[config.mk]
export PLATFORM = sky130hd
export DESIGN_NAME = exp_flush_ctrl
export DESIGN_NICKNAME = d
export VERILOG_FILES = /design/src/rtl/exp_flush_ctrl.sv
export SDC_FILE = /design/constraint.sdc
export NUM_CORES = 1
export LEC_CHECK = 0
export CORE_UTILIZATION = 45
export DETAILED_ROUTE_END_ITERATION = 10
export DONT_BUFFER_PORTS = 1
export GPL_TIMING_DRIVEN = 1
export SYNTH_ARGS = -nofsm -noshare
export SYNTH_HDL_FRONTEND = slang
export SYNTH_SLANG_ARGS = --single-unit
[constraint.sdc]
create_clock -name clk -period 3 [get_ports clk]
set_input_delay 0.9 -clock clk [delete_from_list [all_inputs] [get_ports clk]]
set_output_delay 0.9 -clock clk [all_outputs]
set_load 0.05 [all_outputs]
[src/rtl/exp_flush_ctrl.sv]
// exp_flush_ctrl: MEM-stage exception / ERET sequencer.
// Picks the highest-priority MEM exception (or ERET) and kills the MEM writes.
// Flushes IF/ID/EX/MEM for FLUSH_CYCLES cycles and commits the CP0 exception fields.
// It then redirects fetch to EXC_VECTOR or, for ERET, to the sampled EPC.
// Optional feature macro: EXP_INT_EN adds the int_pending/cp0_ie ports and
// the interrupt request, which has top priority. When the macro is undefined,
// interrupts are never taken.
//
// state   | meaning
// --------+-----------------------------------------------------------
// S_IDLE  | watching MEM for a trigger; is_exp follows trigger
// S_FLUSH | flush_o held, down-counter runs to terminal count 0
// S_REDIR | one-cycle fetch redirect, flush_o still held
module exp_flush_ctrl #(
    parameter logic [31:0] EXC_VECTOR   = 32'hBFC0_0380,
    parameter int unsigned FLUSH_CYCLES = 2
) (
    input  logic        clk,
    input  logic        resetn,
    input  logic        mem_valid,
    input  logic        mem_stall,
    input  logic [31:0] mem_pc,
    input  logic        mem_in_ds,
    input  logic [31:0] mem_badvaddr,
    input  logic [6:0]  exc_flags,
    input  logic        mem_eret,
    input  logic [31:0] cp0_epc,
    input  logic        cp0_exl,
`ifdef EXP_INT_EN
    input  logic        int_pending,
    input  logic        cp0_ie,
`endif
    output logic        is_exp,
    output logic        flush_o,
    output logic        pc_redirect,
    output logic [31:0] redirect_pc,
    output logic        cp0_exc_we,
    output logic [31:0] cp0_epc_o,
    output logic [4:0]  cp0_excode,
    output logic        cp0_bd,
    output logic [31:0] cp0_badvaddr,
    output logic        cp0_badv_we,
    output logic        cp0_eret_clr
);

    typedef enum logic [1:0] {
        S_IDLE  = 2'd0,
        S_FLUSH = 2'd1,
        S_REDIR = 2'd2
    } state_t;

    localparam logic [3:0] CNT_LOAD = 4'(FLUSH_CYCLES - 1);

    // exception codes written into Cause.ExcCode
    localparam logic [4:0] EXC_INT  = 5'd0;
    localparam logic [4:0] EXC_ADEL = 5'd4;
    localparam logic [4:0] EXC_ADES = 5'd5;
    localparam logic [4:0] EXC_SYS  = 5'd8;
    localparam logic [4:0] EXC_BP   = 5'd9;
    localparam logic [4:0] EXC_RI   = 5'd10;
    localparam logic [4:0] EXC_OV   = 5'd12;

    state_t      state;
    state_t      state_nxt;
    logic [3:0]  cnt;
    logic [3:0]  cnt_nxt;

    logic        int_take;
    logic        exc_hit;
    logic [4:0]  exc_code;
    logic        addr_err;
    logic        trigger;
    logic [31:0] epc_calc;

    // interrupt request qualified by Status (absent in the default build)
`ifdef EXP_INT_EN
    assign int_take = int_pending & cp0_ie & ~cp0_exl;
`else
    assign int_take = 1'b0;
`endif

    // priority encoder over the interrupt and the MEM exception flags
    always_comb begin
        exc_hit  = 1'b1;
        exc_code = EXC_INT;
        addr_err = 1'b0;
        if (int_take) begin
            exc_code = EXC_INT;
        end else if (exc_flags[6]) begin
            exc_code = EXC_ADEL;
            addr_err = 1'b1;
        end else if (exc_flags[5]) begin
            exc_code = EXC_RI;
        end else if (exc_flags[4]) begin
            exc_code = EXC_OV;
        end else if (exc_flags[3]) begin
            exc_code = EXC_SYS;
        end else if (exc_flags[2]) begin
            exc_code = EXC_BP;
        end else if (exc_flags[1]) begin
            exc_code = EXC_ADEL;
            addr_err = 1'b1;
        end else if (exc_flags[0]) begin
            exc_code = EXC_ADES;
            addr_err = 1'b1;
        end else begin
            exc_hit = 1'b0;
        end
    end

    // Gating with resetn keeps is_exp low while reset is asserted, even
    // though the state register already reads IDLE.
    assign trigger  = resetn & mem_valid & ~mem_stall & (exc_hit | mem_eret);
    assign epc_calc = mem_in_ds ? (mem_pc - 32'd4) : mem_pc;

    // state register and flush down-counter
    always_ff @(posedge clk or negedge resetn) begin
        if (!resetn) begin
            state <= S_IDLE;
            cnt   <= 4'd0;
        end else begin
            state <= state_nxt;
            cnt   <= cnt_nxt;
        end
    end

    // next-state logic and the state-decoded outputs
    always_comb begin
        state_nxt   = state;
        cnt_nxt     = cnt;
        is_exp      = 1'b0;
        flush_o     = 1'b0;
        pc_redirect = 1'b0;
        case (state)
            S_IDLE: begin
                is_exp = trigger;
                if (trigger) begin
                    state_nxt = S_FLUSH;
                    cnt_nxt   = CNT_LOAD;
                end
            end
            S_FLUSH: begin
                is_exp  = 1'b1;
                flush_o = 1'b1;
                if (cnt == 4'd0) begin
                    state_nxt = S_REDIR;
                end else begin
                    cnt_nxt = cnt - 4'd1;
                end
            end
            S_REDIR: begin
                is_exp      = 1'b1;
                flush_o     = 1'b1;
                pc_redirect = 1'b1;
                state_nxt   = S_IDLE;
            end
            default: begin
                state_nxt = S_IDLE;
            end
        endcase
    end

    // Latch the redirect target and the CP0 commit fields on an accepted
    // trigger. The commit strobes last one cycle. An exception beats a
    // simultaneous ERET. With EXL already set, EPC and BD keep their old
    // values because CP0 ignores them anyway.
    always_ff @(posedge clk or negedge resetn) begin
        if (!resetn) begin
            redirect_pc  <= EXC_VECTOR;
            cp0_exc_we   <= 1'b0;
            cp0_eret_clr <= 1'b0;
            cp0_badv_we  <= 1'b0;
            cp0_epc_o    <= 32'd0;
            cp0_excode   <= 5'd0;
            cp0_bd       <= 1'b0;
            cp0_badvaddr <= 32'd0;
        end else begin
            cp0_exc_we   <= 1'b0;
            cp0_eret_clr <= 1'b0;
            cp0_badv_we  <= 1'b0;
            if (state == S_IDLE && trigger) begin
                if (exc_hit) begin
                    redirect_pc  <= EXC_VECTOR;
                    cp0_exc_we   <= 1'b1;
                    cp0_badv_we  <= addr_err;
                    cp0_excode   <= exc_code;
                    cp0_badvaddr <= mem_badvaddr;
                    if (!cp0_exl) begin
                        cp0_epc_o <= epc_calc;
                        cp0_bd    <= mem_in_ds;
                    end
                end else begin
                    redirect_pc  <= cp0_epc;
                    cp0_eret_clr <= 1'b1;
                end
            end
        end
    end

endmodule

==> run summary, run 1 <==
worst slew pin tran = 1160 ps
CTS Buf Count = 9
sequential area share after synthesis = 54.6%
GRT Util Overall = 20.1%
status = finished, final reports clean
NumNets Final = 557
Slowest cell on crit path = dfrtp_1
Power per Cell Area = 1130 mW/mm2
Unique masters post-synth = 55
H-tree levels = 3
Setup violations, final = 0
grt total ovfl = 0
Max VDD drop = 0.674 mV
initial core utilization = 46.5%
vias in the first global route = 3510
Syn Nets = 559
ys async rst share = 100%
Fill cells = 988
Die Ht = 108 um
final WL = 11.8 mm
RSZ-0062 raised after global routing = no
Layout area overhead = 9.01%
Tcrit/Tclk final = 94.7%
Die Wd = 108 um
yosys warns = 0
setup tns final = 0 ps
largest net degree at the start of global routing = 113
M1 WL = 4.85 mm
EDFF count, synth = 0
CTS tree = yes
Multi-input gate area = 0.00220 mm2
FF-to-FF Start = state[0]
total die area = 0.0117 mm2
CP required = 2100 ps
Yosys reg bits = 110
Pins Over Slew Limit = 0
met2 WL = 5.57 mm
fmax = 0.352 GHz
Routed wire per std cell = 20.3 um
clk_skew = 11.1 ps
Avg Inst Size Synth = 11.5 um2
crit-path cells = inv_1, ha_4, nand4b_1, a31oi_4, nor2_1, nor2_4, buf_12
GPL Wtd Cong = 0.789
Total Power = 6.23 mW
vias per cell = 6.01
main flop type after synthesis = dfrtp_1
Startpoint Class = register
initial antenna violation count = 0
layout cells sized above 1 = 21.2%
Lkg Pwr = 2.29 nW
Setup CP Type = register to output pin
Seq. cell area = 0.00277 mm2
Post-Syn Instances = 441
Mapped Area = 0.00507 mm2
CP arrival = 1940 ps
CTS sink cnt = 110
flop2flop setup slack = 320 ps
most common cell after layout, fill and taps aside = dfrtp_1
I/O pins = 218
worst hold margin = 209 ps
Vias = 3512
Worst R2R Path Depth = 6
HP Class = input port to asynchronous set/reset pin
TritonRoute pass-1 iters = 4
Crit path buffers/inverters = 2
CP peak stage delay = 430 ps
CTS Buffer Depth = 2
final hold viol count = 0
hpwl dp = 8.41 mm
most frequent cells in the layout = dfrtp_1, nand2_1, mux2_2
Worst slew margin = 22.5%
Clock Pin Slew Worst Setup and Hold Paths = 110 ps
CTS Root Cell = clkbuf_8
max_cap viols = 0
cell family with most CP delay = flip-flops
Diodes inserted = 0
worst r2r dst = cp0_badvaddr[26]
Critical Path End Type = output pin
met3 WL = 1.31 mm
Rows = 38
core box area = 0.0109 mm2
crit path to = is_exp
antenna violation net count after detailed routing = 0
Tmin final = 2840 ps
1st-iter DRT viols = 200
global-route wire length before repair = 17.9 mm
PortBufs = 0
highest routed metal layer = met4
Clock Latency Late Sink = 370 ps
drc violations = 0
worst setup path start = state[0]
Crit path depth = 7
Max Fanout on Critical Path = 7
how the worst min path moves through the flow:
stage | cells after the start | slack, ps | start | to
after CTS | 0 | 180 | resetn | cp0_epc_o[13]
after detailed placement | 1 | 520 | cnt[1] | cnt[1]
final | 0 | 210 | resetn | cp0_epc_o[20]
after global placement | 1 | 510 | cnt[1] | cnt[1]
after global routing | 0 | 180 | resetn | cp0_badvaddr[17]
after floorplan | 1 | 490 | cnt[1] | cnt[1]
synthesized netlist by cell type, types with 2 or more instances:
cell type | count | area, um2
a2111oi_0 | 10 | 87.6
a211o_1 | 3 | 26.3
a211oi_1 | 2 | 15.0
a21oi_1 | 5 | 25.0
a22o_1 | 21 | 184
a311o_1 | 2 | 20.0
a31oi_1 | 11 | 68.8
buf_1 | 2 | 7.51
buf_2 | 3 | 15.0
clkbuf_1 | 21 | 78.8
dfrtp_1 | 98 | 2450
dfstp_2 | 12 | 315
ha_1 | 8 | 100
inv_1 | 12 | 45.0
mux2_2 | 33 | 372
mux2i_1 | 3 | 30.0
nand2_1 | 37 | 139
nand2b_1 | 3 | 18.8
nand3_1 | 12 | 60.1
nand4b_1 | 9 | 78.8
nor2_1 | 19 | 71.3
nor3_1 | 6 | 30.0
nor4_1 | 3 | 18.8
nor4b_1 | 3 | 26.3
o211ai_1 | 2 | 15.0
o21ai_0 | 20 | 100
o22a_1 | 12 | 105
o311ai_0 | 8 | 70.1
o31ai_1 | 5 | 37.5
or2_2 | 4 | 25.0
or3_1 | 12 | 75.1
or4_1 | 7 | 52.6
or4_4 | 2 | 22.5
or4b_1 | 2 | 20.0
xnor2_1 | 5 | 43.8
xor2_1 | 5 | 43.8
flip-flops by register name, summed over array words and instances, names as in the netlist:
register,cells
redirect_pc,32
cp0_excode,4
cnt,4
state,2
cp0_badv_we,1
cp0_epc_o,32
cp0_bd,1
cp0_eret_clr,1
cp0_exc_we,1
cp0_badvaddr,32
cells by family (layout without fill, tap and decap cells):
family,count (synthesis),after routing,synth area share [%]
buffers and inverters,40,43,3.26
adders and majority gates,8,8,1.98
and+or+nand+nor,129,129,14.4
DFF,110,110,54.6
xor gates and xnor gates,10,10,1.73
muxes,36,36,7.93
other,1,1,0.0740
AOI/OAI and AO/OA,107,107,16.0
cell type report:
type / count / share of cell area (%)
Clock buffer: 9 / 2.24
Clock inverter: 7 / 1.49
Inverter: 12 / 0.815
Multi-Input combinational cell: 291 / 39.9
Sequential cell: 110 / 50.1
Tap cell: 140 / 3.17
Timing Repair Buffer: 15 / 2.27
routing by layer:
layer  vias up  global-route usage, %
met5         -                      0
met4         0                   6.56
met3         7                   8.20
met2       165                   32.8
met1      1692                   24.0
li1       1648                      -
what timing repair did:
action / CTS / global route
hold buffers: 0 / 0
setup endpoints to repair: 0 / 1
resized for setup: 0 / 2
setup buffers: 0 / 1
per-stage QoR:
stage,cells,utilization [%],setup slack (ps),instance area (um2)
final,584,50.7,160,5520
after global routing,584,50.7,32.5,5520
after CTS,583,50.6,28.2,5500
after detailed placement,567,48.7,115,5300
after global placement,567,48.7,194,5300
after floorplan,441,-,13.9,5110
power breakdown:
group / switching, mW / internal, mW / total, mW
Clock: 0.525 / 0.398 / 0.923
Combinational: 0.548 / 0.584 / 1.13
Sequential: 2.17 / 2.01 / 4.18
Total: 3.24 / 3.00 / 6.23
Note: power is estimated with default switching activity, not from simulation.
==> run 2: changes to the inputs <==
--- a/config.mk
+++ b/config.mk
@@ -9,6 +9,8 @@
 export DETAILED_ROUTE_END_ITERATION = 10
 export DONT_BUFFER_PORTS = 1
 export GPL_TIMING_DRIVEN = 1
+export HOLD_SLACK_MARGIN = 0.08
+export REMOVE_ABC_BUFFERS = 1
 export SYNTH_ARGS = -nofsm -noshare
 export SYNTH_HDL_FRONTEND = slang
 export SYNTH_SLANG_ARGS = --single-unit
==> run summary, run 2 (synthesized netlist as in run 1, its figures left out) <==
# placed instances = 567
CP required = 2100 ps
initial antenna violation count = 0
HP Class = input port to asynchronous set/reset pin
worst hold margin = 220 ps
clk_skew = 7.46 ps
final WL = 12.2 mm
Clock Latency Late Sink = 360 ps
final core utilization = 50.1%
Max VDD drop = 0.531 mV
Rows = 38
antenna violation net count after detailed routing = 0
Multi-input gate area = 0.00218 mm2
status = finished, final reports clean
Tcrit/Tclk final = 94.4%
Crit path buffers/inverters = 2
most frequent cells in the layout = dfrtp_1, nand2_1, mux2_2
layout cells sized above 1 = 20.2%
Slowest cell on crit path = dfrtp_1
PortBufs = 0
H-tree levels = 3
Die Ht = 108 um
I/O pins = 218
Diodes inserted = 0
crit-path cells = inv_1, ha_2, nand4b_1, a31oi_1, nor2_1, nor2_1, buf_4
CP peak stage delay = 420 ps
Pins Over Slew Limit = 0
Max Fanout on Critical Path = 7
Total Power = 6.09 mW
Layout area overhead = 7.68%
Critical Path End Type = output pin
GRT Util Overall = 20.3%
Lkg Pwr = 2.26 nW
most common cell after layout, fill and taps aside = dfrtp_1
hpwl dp = 8.80 mm
total die area = 0.0117 mm2
1st-iter DRT viols = 139
most frequent CP cell = nor2_1
vias in the first global route = 3498
Clock Pin Slew Worst Setup and Hold Paths = 100 ps
Vias = 3492
setup tns final = 0 ps
Seq. cell area = 0.00277 mm2
Die Wd = 108 um
grt total ovfl = 0
CTS Buffer Depth = 2
CP arrival = 1930 ps
Setup CP Type = register to output pin
Power per Cell Area = 1120 mW/mm2
CTS Root Cell = clkbuf_8
GPL Wtd Cong = 0.761
Fill cells = 1012
CTS sink cnt = 110
final hold viol count = 0
NumNets Final = 556
fmax = 0.353 GHz
Startpoint Class = register
Setup violations, final = 0
worst slew pin tran = 1150 ps
max_cap viols = 0
initial core utilization = 46.5%
Post-Layout Cell Count = 581
biggest regs = cp0_badvaddr x32, cp0_epc_o x32, redirect_pc x32
core box area = 0.0109 mm2
Tmin final = 2830 ps
CTS Buf Count = 9
TritonRoute pass-1 iters = 4
vias per cell = 6.01
global-route wire length before repair = 18.2 mm
Worst slew margin = 23.2%
Routed wire per std cell = 20.9 um
drc violations = 0
cell family with most CP delay = flip-flops
CTS tree = yes
largest net degree at the start of global routing = 113
==> run 2: worst paths after layout <==
| path | to | startpoint | slack, ps | depth (start not counted) |
|---|---|---|---|---|
| min in group clk | cnt[1] | cnt[1] | 550 | 1 |
| worst max-delay path | is_exp | state[0] | 170 | 7 |
| worst max register to register | cp0_epc_o[28] | state[0] | 400 | 7 |
| max in group asynchronous | redirect_pc[28] | resetn | 2560 | 0 |
| worst min-delay path | redirect_pc[20] | resetn | 220 | 0 |
| worst min register to register | cnt[1] | cnt[1] | 550 | 1 |
==> run 2: where the power goes <==
part           switching, mW  internal [mW]
sequential              2.18           2.01
clock                  0.481          0.381
combinational          0.523          0.513
total                   3.19           2.91
==> run 2: metal layers <==
metal | routed length [um] | GRT usage [%] | vias to the layer above | part of all wire [%]
met5 | 0 | 0 | - | 0
met4 | 146 | 7.53 | 0 | 1.2
met3 | 1320 | 8.26 | 11 | 11
met2 | 5850 | 34.3 | 152 | 48
met1 | 4830 | 23.1 | 1696 | 40
li1 | - | - | 1633 | -
==> run 2: timing repair <==
item	4_1_cts	5_1_grt
hold buffers	0	0
buffers inserted	0	0
endpoints found under the setup margin	0	1
resized for setup	0	1
==> run 2: worst reg2reg max path, cell delays in order (launching register included) <==
cell      delay (ps)
dfrtp_1          420
inv_1            120
ha_2             250
nand4b_1         140
buf_4            220
a211oi_4         900
o311ai_0         330
nand3_1          160
==> run 2: final cells by class <==
cell class / count / share of cell area, %
well taps: 140 / 3.21
clock buffers: 9 / 2.27
inverters: 12 / 0.825
repair buffers: 14 / 1.93
clock inverters: 5 / 1.10
flip-flops and latches: 110 / 50.7
multi-input cells: 291 / 39.9
==> run 2: through the flow <==
step	setup WS, ps	area, um2
final	169	5460
after global routing	-12.1	5460
after CTS	114	5450
after detailed placement	204	5270
after global placement	236	5270
after floorplan	-742	4950
==> run 3: changes to the inputs <==
--- a/config.mk
+++ b/config.mk
@@ -11,6 +11,7 @@
 export GPL_TIMING_DRIVEN = 1
 export HOLD_SLACK_MARGIN = 0.08
 export REMOVE_ABC_BUFFERS = 1
+export SLEW_MARGIN = 20
 export SYNTH_ARGS = -nofsm -noshare
 export SYNTH_HDL_FRONTEND = slang
 export SYNTH_SLANG_ARGS = --single-unit
==> run summary, run 3 (synthesized netlist as in run 1, its figures left out) <==
status = finished, final reports clean
final WL = 12.1 mm
global-route wire length before repair = 18.2 mm
largest net degree at the start of global routing = 113
Die Ht = 108 um
Max VDD drop = 0.532 mV
Power per Cell Area = 1110 mW/mm2
Vias = 3469
Die Wd = 108 um
CTS Buf Count = 9
hpwl dp = 8.80 mm
Fill cells = 1010
antenna violation net count after detailed routing = 0
CTS sink cnt = 110
most frequent cells in the layout = dfrtp_1, nand2_1, mux2_2
Setup WS post-layout = 171 ps
Startpoint Class = register
Diodes inserted = 0
Routed wire per std cell = 20.8 um
I/O pins = 218
GPL Wtd Cong = 0.761
PortBufs = 0
CP required = 2100 ps
worst slack, placed = 204 ps
Worst R2R Path Depth = 7
FF-to-FF Start = state[0]
1st-iter DRT viols = 154
fmax = 0.353 GHz
vias per cell = 5.95
Clock Latency Late Sink = 360 ps
Lkg Pwr = 2.28 nW
max_cap viols = 0
worst slew pin tran = 636 ps
Tcrit/Tclk final = 94.3%
CTS Root Cell = clkbuf_8
CTS Hold Buffers Added = 0
Post-DP Area = 0.00527 mm2
Setup violations, final = 0
Pins Over Slew Limit = 0
Critical Path End Type = output pin
Setup CP Type = register to output pin
CP arrival = 1930 ps
GRT Util Overall = 20.3%
H-tree levels = 3
layout cells sized above 1 = 20.5%
most common cell after layout, fill and taps aside = dfrtp_1
CTS Buffer Depth = 2
Layout area overhead = 8.44%
Max Fanout on Critical Path = 7
TritonRoute pass-1 iters = 4
postcts setup bufs = 0
initial antenna violation count = 0
final hold viol count = 0
initial core utilization = 46.5%
vias in the first global route = 3498
biggest regs = cp0_badvaddr x32, cp0_epc_o x32, redirect_pc x32
grt total ovfl = 0
Clock Pin Slew Worst Setup and Hold Paths = 100 ps
HP Class = input port to asynchronous set/reset pin
NumNets Final = 558
CTS tree = yes
Worst slew margin = 57.5%
clk_skew = 7.79 ps
worst r2r dst = cp0_badvaddr[20]
total die area = 0.0117 mm2
Tmin final = 2830 ps
Rows = 38
design area = 0.00550 mm2
core box area = 0.0109 mm2
flop2flop setup slack = 740 ps
PostCTS Resize Cnt = 0
drc violations = 0
[run 3: changes by cell type in the layout (fill, tap and decap cells not counted), sizes merged]
cell	before	now
buf	14	16
[run 3: worst max-delay path by stage]
stage / startpoint / to / slack [ps] / depth (start not counted)
global placement: mem_pc[10] / cp0_epc_o[22] / 240 / 4
global route: state[1] / is_exp / -10 / 7
floorplan: mem_stall / cp0_badvaddr[0] / -740 / 3
finish: state[0] / is_exp / 170 / 7
detailed placement: mem_pc[10] / cp0_epc_o[22] / 200 / 4
CTS: state[1] / is_exp / 110 / 7
[run 3: power breakdown]
part | internal (mW) | total, mW | switching [mW] | leakage, nW
combinational | 0.521 | 1.05 | 0.525 | 0.828
sequential | 2.01 | 4.20 | 2.18 | 1.36
clock | 0.380 | 0.857 | 0.477 | 0.0915
[run 3: layout make-up]
| class | instances | area (um2) | share of cell area (%) |
|---|---|---|---|
| Tap cell | 140 | 175 | 3.19 |
| Inverter | 12 | 45.0 | 0.820 |
| Clock buffer | 9 | 124 | 2.25 |
| Sequential cell | 110 | 2770 | 50.4 |
| Clock inverter | 5 | 60.1 | 1.09 |
| Multi-Input combinational cell | 291 | 2180 | 39.7 |
| Timing Repair Buffer | 16 | 144 | 2.62 |
[run 3: critical path, stage by stage, from the launching register on]
cell and delay [ps]:
dfrtp_1 420, inv_1 120, ha_2 240, nand4b_1 140, a31oi_1 250, nor2_1 70, nor2_1 110, buf_4 210
[run 3: metal layers]
metal / part of all wire [%] / global-route usage [%] / vias to the layer above
li1: - / - / 1640
met4: 1.2 / 7.53 / 0
met2: 49 / 34.3 / 144
met5: 0 / 0 / -
met3: 11 / 8.26 / 11
met1: 40 / 23.1 / 1674
[run 3: metrics by stage]
stage,power (mW),TNS [ps],util [%],hold WS (ps),cells
6_report,6.10,0,50.5,222,583
5_1_grt,6.40,-12.1,50.5,186,583
4_1_cts,6.16,0,50.1,196,581
3_5_place_dp,5.30,0,48.4,541,567
3_3_place_gp,5.23,0,48.4,514,567
2_1_floorplan,4.94,-37270,-,489,413
